--- config.mk ---
export PLATFORM = sky130hd
export DESIGN_NAME = bcd_counter_ctrl
export DESIGN_NICKNAME = d
export VERILOG_FILES = /design/src/rtl/bcd_counter_ctrl.sv
export SDC_FILE = /design/constraint.sdc
export NUM_CORES = 1
export LEC_CHECK = 0
export ABC_CLOCK_PERIOD_IN_PS = 1800
export CORE_MARGIN = 10
export CORE_UTILIZATION = 51
export CTS_BUF_LIST = sky130_fd_sc_hd__clkbuf_4 sky130_fd_sc_hd__clkbuf_8
export CTS_CLUSTER_SIZE = 30
export DETAILED_ROUTE_END_ITERATION = 7
export PLACE_DENSITY = 0.92
export SKIP_CTS_REPAIR_TIMING = 1
export SLEW_MARGIN = 20
export SYNTH_ARGS = -nofsm -noshare
export SYNTH_HDL_FRONTEND = slang
export SYNTH_SLANG_ARGS = --single-unit
--- constraint.sdc ---
create_clock -name clk -period 1.8 [get_ports clk]
set_input_delay 0.27 -clock clk [delete_from_list [all_inputs] [get_ports clk]]
set_output_delay 0.27 -clock clk [all_outputs]
set_load 0.005 [all_outputs]
--- src/rtl/bcd_counter_ctrl.sv ---
// Run/pause/lap/clear sequencer for the two-digit BCD counter: button conditioning,
// four-state control FSM, count-step prescaler and lap display mux.
module bcd_counter_ctrl #(
   parameter int DIV         = 50,
   parameter bit STOP_AT_MAX = 1'b0
) (
   input  logic       clk,
   input  logic       reset,
   input  logic       btn_start,
   input  logic       btn_lap,
   input  logic       btn_clr,
   input  logic [7:0] count_in,
   output logic       cnt_en,
   output logic       cnt_clr,
   output logic [7:0] disp,
   output logic       running,
   output logic       frozen,
   output logic [1:0] state
);

   localparam int               PRE_W    = $clog2(DIV);
   localparam logic [PRE_W-1:0] PRE_LAST = PRE_W'(DIV - 1);

   typedef enum logic [1:0] {
      IDLE  = 2'd0,
      RUN   = 2'd1,
      PAUSE = 2'd2,
      LAP   = 2'd3
   } state_t;

   state_t           state_q;
   logic [PRE_W-1:0] pre_q;
   logic [PRE_W-1:0] pre_d;
   logic [7:0]       lap_q;
   logic             cnt_clr_q;
   logic [2:0]       sync1_q;
   logic [2:0]       sync2_q;
   logic [2:0]       low_q;
   logic [1:0]       vld_q;
   logic [2:0]       ev;
   logic             ev_clr;
   logic             ev_start;
   logic             ev_lap;
   logic             active;
   logic             step;
   logic             auto_stop;

   // Button bits are {clr, lap, start}. low_q records a genuine low sample on the
   // previous edge; it stays clear until the synchronizer holds post-reset samples,
   // so a button held through reset is not mistaken for a fresh press.
   always_ff @(posedge clk or negedge reset) begin
      if (!reset) begin
         sync1_q <= '0;
         sync2_q <= '0;
         low_q   <= '0;
         vld_q   <= '0;
      end else begin
         sync1_q <= {btn_clr, btn_lap, btn_start};
         sync2_q <= sync1_q;
         low_q   <= {3{vld_q[1]}} & ~sync2_q;
         vld_q   <= {vld_q[0], 1'b1};
      end
   end

   assign ev       = sync2_q & low_q;
   assign ev_clr   = ev[2];
   assign ev_start = ev[0] & ~ev[2];
   assign ev_lap   = ev[1] & ~ev[0] & ~ev[2];

   assign active    = (state_q == RUN) || (state_q == LAP);
   assign step      = active && (pre_q == PRE_LAST);
   assign auto_stop = STOP_AT_MAX && step && (count_in == 8'h99);
   assign pre_d     = (pre_q == PRE_LAST) ? '0 : pre_q + PRE_W'(1);

   always_ff @(posedge clk or negedge reset) begin
      if (!reset) begin
         state_q   <= IDLE;
         pre_q     <= '0;
         lap_q     <= 8'h00;
         cnt_clr_q <= 1'b0;
      end else begin
         cnt_clr_q <= 1'b0;
         case (state_q)
            IDLE: begin
               pre_q <= '0;
               if (ev_clr) begin
                  cnt_clr_q <= 1'b1;
               end else if (ev_start) begin
                  state_q <= RUN;
               end
            end
            RUN, LAP: begin
               pre_q <= pre_d;
               // An auto-stop swallows a coincident start press rather than toggling twice.
               if (auto_stop || ev_start) begin
                  state_q <= PAUSE;
               end else if (ev_lap) begin
                  if (state_q == RUN) begin
                     state_q <= LAP;
                     lap_q   <= count_in;
                  end else begin
                     state_q <= RUN;
                  end
               end
            end
            PAUSE: begin
               if (ev_clr) begin
                  state_q   <= IDLE;
                  pre_q     <= '0;
                  cnt_clr_q <= 1'b1;
               end else if (ev_start) begin
                  state_q <= RUN;
               end
            end
            default: state_q <= IDLE;
         endcase
      end
   end

   assign cnt_en  = step && !auto_stop;
   assign cnt_clr = cnt_clr_q;
   assign running = active;
   assign frozen  = (state_q == LAP);
   assign state   = state_q;
   assign disp    = frozen ? lap_q : count_in;

endmodule

==> impl_metrics.env, run 1 <==
export IMPL_start_util_pct=54.5
export IMPL_drcViolationCount=0
export IMPL_die_h_um=68.9
export IMPL_fin_crit_ns=1.74
export IMPL_wl_mm=2.58
export IMPL_worstSetupStartpointType="flop"
export IMPL_synthAdderAreaFrac_pct=2.06
export IMPL_firstDrtPassIters=4
export IMPL_power_mw=2.13
export IMPL_cts_sinks=28
export IMPL_cts_buffer_depth=2
export IMPL_synth_common_cells="28 x dfrtp_1, 16 x mux2_2, 6 x nand2_1, 6 x nand3_1, 6 x nor2b_1"
export IMPL_finalSetupViolCount=0
export IMPL_hold_class="in2async"
export IMPL_grt_usage_pct=11.3
export IMPL_clkTransAtPathRegs_ns=0.14
export IMPL_vias=845
export IMPL_relSlewSlack_pct=63.7
export IMPL_ys_types=31
export IMPL_synth_top_family_by_area="multiplexers"
export IMPL_yosys_area_share_xor_xnor_pct=2.16
export IMPL_place_congestion=0.743
export IMPL_die_x_um=68.9
export IMPL_finalHoldViolations=0
export IMPL_tns_ns=0
export IMPL_async_flop_share_pct=100
export IMPL_nets=145
export IMPL_cts_buffers=3
export IMPL_cts_root_buf="clkbuf_4"
export IMPL_yosysWarnings=0
export IMPL_p_leak_nw=0.782
export IMPL_final_util_pct=73.6
export IMPL_die_area_mm2=0.00474
export IMPL_ant_nets=0
export IMPL_fillers=150
export IMPL_crit_required_ns=1.53
export IMPL_outcome="finished clean"
export IMPL_syn_cell_area_mm2=0.00122
export IMPL_crit_fanout=14
export IMPL_yosysMostFrequentCell="dfrtp_1"
export IMPL_num_rows=17
export IMPL_synthToLayoutAreaGrowth_pct=35.0
export IMPL_num_antenna_cells=0
export IMPL_synth_top_area_share_pct=57.6
export IMPL_dp_hpwl_mm=1.82
export IMPL_ff_latch_area_um2=703
export IMPL_max_cap_violations=0
export IMPL_finalCritPeriodShare_pct=96.4
export IMPL_tightest_slew_ns=0.539
export IMPL_design_core_area_mm2=0.00223
export IMPL_grt_max_degree=29
export IMPL_seq_area_frac_synth_pct=57.6
export IMPL_ys_top_cells_by_area="dfrtp_1 58%, mux2_2 15%, nor2b_1 3.1%"
export IMPL_muxShareOfSynthArea_pct=14.8
export IMPL_worstSetupPathType="reg2out"
export IMPL_crit_path_start="state[0]"
export IMPL_ios=27
export IMPL_layout_drive_gt1_share_pct=26.4
export IMPL_antenna_found_initial=0
export IMPL_max_clock_freq_ghz=0.576
export IMPL_synth_flop_cell="dfrtp_1"
export IMPL_final_max_slew_viol_count=0
export IMPL_synth_simple_area_share_pct=12.6
export IMPL_synth_compound_gate_area_share_pct=8.32
export IMPL_grt_overflow=0
export IMPL_ys_ff_latch=28
export IMPL_cp_end_kind="output pin"
export IMPL_port_buffers=26
export IMPL_drtIter0Drc=21
export IMPL_multi_input_area_um2=514
export IMPL_cts_tree="built"
export IMPL_viasPerCell=5.38
export IMPL_cp_data_arrival_time_ns=1.47
export IMPL_grt_pass1_wl_mm=4.08
export IMPL_clk_latency_ns=0.32
export IMPL_yosysTopAreaCell="dfrtp_1"
export IMPL_grt_pass1_vias=899
export IMPL_synth_nets=110
export IMPL_synth_area_per_cell_um2=12.8
export IMPL_synth_edf_count=0
export IMPL_r2r_start="state[0]"
export IMPL_netlist_instances=95
export IMPL_h_tree_depth=1
export IMPL_wl_per_cell_um=16.4
export IMPL_powerDensity_mw_per_mm2=1300
export IMPL_fin_skew_ns=0.00114
export IMPL_peakVddDrop_mv=0.974
final timing paths:
| check | cells past startpoint | slack, ns | to |
|---|---|---|---|
| max | 2 | 0.06 | state[0] |
| min | 2 | 0.30 | pre_q[5] |
| max reg2reg | 4 | 0.26 | lap_q[7] |
| min reg2reg | 0 | 0.37 | sync2_q[2] |
| max in group asynchronous | 2 | 1.23 | state[0] |
| min in group clk | 0 | 0.37 | sync2_q[2] |
placed cells by master (no fill, tap or decap), types with 2 or more instances in the layout:
cell              n
nor2b_1           6
nand3_1           6
dlymetal6s2s_1    9
xnor2_1           2
buf_4             4
nand2_4           2
nand2_1           5
inv_1             4
o21ai_0           2
ha_1              2
dfrtp_1          26
o2bb2ai_1         2
clkdlybuf4s50_1  17
mux2_2           16
dfrtp_2           2
clkbuf_4          3
metrics by stage:
step	cell area (µm²)	hold WS, ns	setup slack (ns)	instances
5_1_grt	1640	0.306	-0.00293	157
4_1_cts	1590	0.296	-0.385	156
6_report	1640	0.300	0.0648	157
2_1_floorplan	1220	-0.0256	0.354	95
3_3_place_gp	1540	0.333	0.0787	152
3_5_place_dp	1540	0.336	0.0331	152
cell type report:
class / count / area share, %
tap: 28 / 2.13
multi-input combinational: 62 / 31.3
clock inverter: 1 / 1.83
clock buffer: 3 / 1.37
sequential: 28 / 42.8
timing repair buffer: 31 / 19.7
inverter: 4 / 0.913
routing by layer:
metal  part of all wire (%)  global-route usage [%]  wire length [µm]  vias up
met1                     40                    12.3              1030      413
met3                    7.3                    5.48               188        4
met5                      0                       0                 0        -
li1                       -                       -                 -      405
met4                    1.4                    3.94                36        0
met2                     52                    18.8              1330       23
where the power goes:
part	leakage [nW]	internal, mW	switching [mW]
registers	0.342	0.791	0.132
logic	0.413	0.481	0.332
clock network	0.0279	0.225	0.172
sequential cells by signal, summed over array words and instances, names as in the netlist:
| signal | flops |
|---|---|
| lap_q | 8 |
| pre_q | 6 |
| low_q | 3 |
| sync1_q | 3 |
| sync2_q | 3 |
| state | 2 |
| vld_q | 2 |
| cnt_clr | 1 |
cell families after synthesis:
group	Yosys count
adders and majority gates	2
other	1
and+or+nand+nor	27
muxes	16
buffers and inverters	6
DFF	28
AOI/OAI and AO/OA	12
xor gates and xnor gates	3
worst max-delay path, stage by stage, from the launching register on:
cell and delay, ns:
dfrtp_2 0.46, buf_6 0.17, clkdlybuf4s50_1 0.51
Power figures use the tool's default switching activity.
==> run 2: changes to the inputs <==
Settings changed: ABC_AREA set to 1, PLACE_DENSITY 0.92 to 0.91.
==> run 2 against run 1 <==
Effect of this change: the run now ends with setup timing left; largest power group unchanged; synthesized cell count is 38% higher; sequential power is 2.3% lower; global-route usage is 0.57 points lower; sequential share of layout area grew 1.6 points; combinational power is 3.2% lower; hold slack got worse by 0.0018 ns; final cell count increased by 20%; largest cell class unchanged; die area rose by 1.5%; highest routed layer unchanged; critical path type unchanged; critical path depth is 2 higher; count of clock-buffer cells in the layout rose by 1; wire length is 0.89% lower; maximum frequency shrank 11%.
==> impl_metrics.env, run 2 <==
export IMPL_outcome="finished, violations left"
export IMPL_violations="setup timing"
export IMPL_syn_cell_area_mm2=0.00124
export IMPL_hold_class="in2async"
export IMPL_grt_usage_pct=10.7
export IMPL_synth_nets=146
export IMPL_worstSetupPathType="reg2out"
export IMPL_crit_required_ns=1.53
export IMPL_crit_chain="nand2_1, inv_4, o21ai_0, clkdlybuf4s50_1"
export IMPL_max_stage_delay_ns=0.55
export IMPL_dp_hpwl_mm=1.92
export IMPL_layout_drive_gt1_share_pct=14.9
export IMPL_cts_buffers=3
export IMPL_largest_reg_flops=8
export IMPL_synth_area_per_cell_um2=9.48
export IMPL_fin_skew_ns=0.00481
export IMPL_cts_buffer_depth=2
export IMPL_ant_nets=0
export IMPL_firstDrtPassIters=4
export IMPL_max_clock_freq_ghz=0.512
export IMPL_power_mw=1.99
export IMPL_seq_area_frac_synth_pct=56.4
export IMPL_reg_top3="lap_q: 8 flops, pre_q: 6 flops"
export IMPL_synth_common_cells="34 x nand2_1, 28 x dfrtp_1, 15 x inv_1, 11 x o21ai_0, 9 x nor2_1"
export IMPL_design_core_area_mm2=0.00228
export IMPL_ys_types=23
export IMPL_die_area_mm2=0.00481
export IMPL_cts_root_buf="clkbuf_4"
export IMPL_yosysWarnings=0
export IMPL_clk_latency_ns=0.33
export IMPL_grt_overflow=0
export IMPL_die_x_um=69.4
export IMPL_grt_pass1_wl_mm=4.38
export IMPL_port_buffers=26
export IMPL_cp_data_arrival_time_ns=1.68
export IMPL_grt_pass1_vias=1067
export IMPL_ys_ff_latch=28
export IMPL_nets=177
export IMPL_max_cap_violations=0
export IMPL_final_util_pct=69.5
export IMPL_vias=953
export IMPL_ios=27
export IMPL_cts_sinks=28
export IMPL_crit_fanout=18
export IMPL_synthToLayoutAreaGrowth_pct=27.3
export IMPL_rsz0062_at_grt="yes"
export IMPL_netlist_instances=131
export IMPL_setup_slack_ns=-0.153
export IMPL_finalSetupViolCount=6
export IMPL_drtIter0Drc=78
export IMPL_h_tree_depth=1
export IMPL_peakVddDrop_mv=0.850
export IMPL_p_leak_nw=0.780
export IMPL_drcViolationCount=0
export IMPL_finalCritPeriodShare_pct=109
export IMPL_final_cell_mix="34 x nand2_1, 27 x dfrtp_1, 23 x clkdlybuf4s50_1"
export IMPL_num_rows=17
export IMPL_ys_top_cells_by_area="dfrtp_1 56%, nand2_1 10%, o21ai_2 5.6%"
export IMPL_fin_crit_ns=1.95
export IMPL_wl_mm=2.56
export IMPL_powerDensity_mw_per_mm2=1260
export IMPL_regMostFlops="lap_q"
export IMPL_yosysTopAreaCell="dfrtp_1"
export IMPL_async_flop_share_pct=100
export IMPL_place_congestion=0.763
export IMPL_antenna_found_initial=0
export IMPL_yosysMostFrequentCell="nand2_1"
export IMPL_start_util_pct=54.6
export IMPL_viasPerCell=5.04
export IMPL_wl_per_cell_um=13.5
export IMPL_layout_commonest_cell="nand2_1"
export IMPL_cp_end_kind="output pin"
export IMPL_die_h_um=69.4
export IMPL_worstSetupStartpointType="flop"
export IMPL_clkTransAtPathRegs_ns=0.14
export IMPL_dpl_worst_slack_ns=0.00645
export IMPL_synth_top_area_share_pct=56.4
export IMPL_final_max_slew_viol_count=0
export IMPL_cts_tree="built"
export IMPL_cpMaxStageDelayCell="clkdlybuf4s50_1"
export IMPL_synth_flop_cell="dfrtp_1"
export IMPL_critPathTopFamily="buffers and inverters"
export IMPL_critPathBufInv=2
export IMPL_grt_max_degree=29
export IMPL_num_antenna_cells=0
export IMPL_finalHoldViolations=0
export IMPL_synth_edf_count=0
## run 2: cells by family after synthesis
logic type | after synthesis | synth area share (%)
AOI/OAI and AO/OA | 21 | 11.0
xor gates and xnor gates | 4 | 2.82
adders and majority gates | 2 | 2.01
buffers and inverters | 21 | 8.06
DFF | 28 | 56.4
other | 1 | 0.302
and+or+nand+nor | 54 | 19.4
## run 2: stage by stage
step	hold WS [ns]	instance area [µm²]	cells	TNS (ns)
5_1_grt	0.309	1580	189	-1.29
3_5_place_dp	0.336	1530	184	0
2_1_floorplan	-0.0256	1240	131	0
3_3_place_gp	0.334	1530	184	0
4_1_cts	0.302	1560	188	-1.62
6_report	0.298	1580	189	-0.604
## run 2: where the power goes
part | internal (mW) | switching, mW
clock | 0.124 | 0.176
combinational | 0.400 | 0.389
sequential | 0.789 | 0.113
total | 1.31 | 0.678
## run 2: worst paths after layout
kind | startpoint | endpoint | slack, ns | cells after the start
setup / recovery | state[0] | disp[1] | -0.15 | 4
hold / removal | reset | state[0] | 0.30 | 2
setup reg to reg | sync2_q[2] | lap_q[4] | 0.53 | 6
hold reg to reg | sync1_q[0] | sync2_q[0] | 0.36 | 0
max in group asynchronous | reset | pre_q[0] | 1.23 | 2
min in group clk | btn_start | sync1_q[0] | 0.36 | 1
## run 2: worst register-to-register path, cell delays in order (launching register included)
cell and delay [ns]:
dfrtp_1 0.41, nand2_2 0.09, inv_1 0.06, nor2_2 0.14
nand3_4 0.24, nand2_1 0.17, o21ai_2 0.07
## run 2: area by class of cell
cell class | instances | area, µm²
multi-input cells | 82 | 442
flip-flops and latches | 28 | 702
fillers | 164 | 694
repair buffers | 30 | 298
inverters | 17 | 68.8
well taps | 28 | 35.0
clock buffers | 4 | 36.3
## run 2: per-layer routing
metal | up-vias | global-route usage [%] | part of all wire, %
li1 | 469 | - | -
met1 | 453 | 10.2 | 40
met2 | 28 | 19.3 | 50
met3 | 3 | 4.71 | 7.8
met4 | 0 | 4.88 | 1.4
met5 | - | 0 | 0
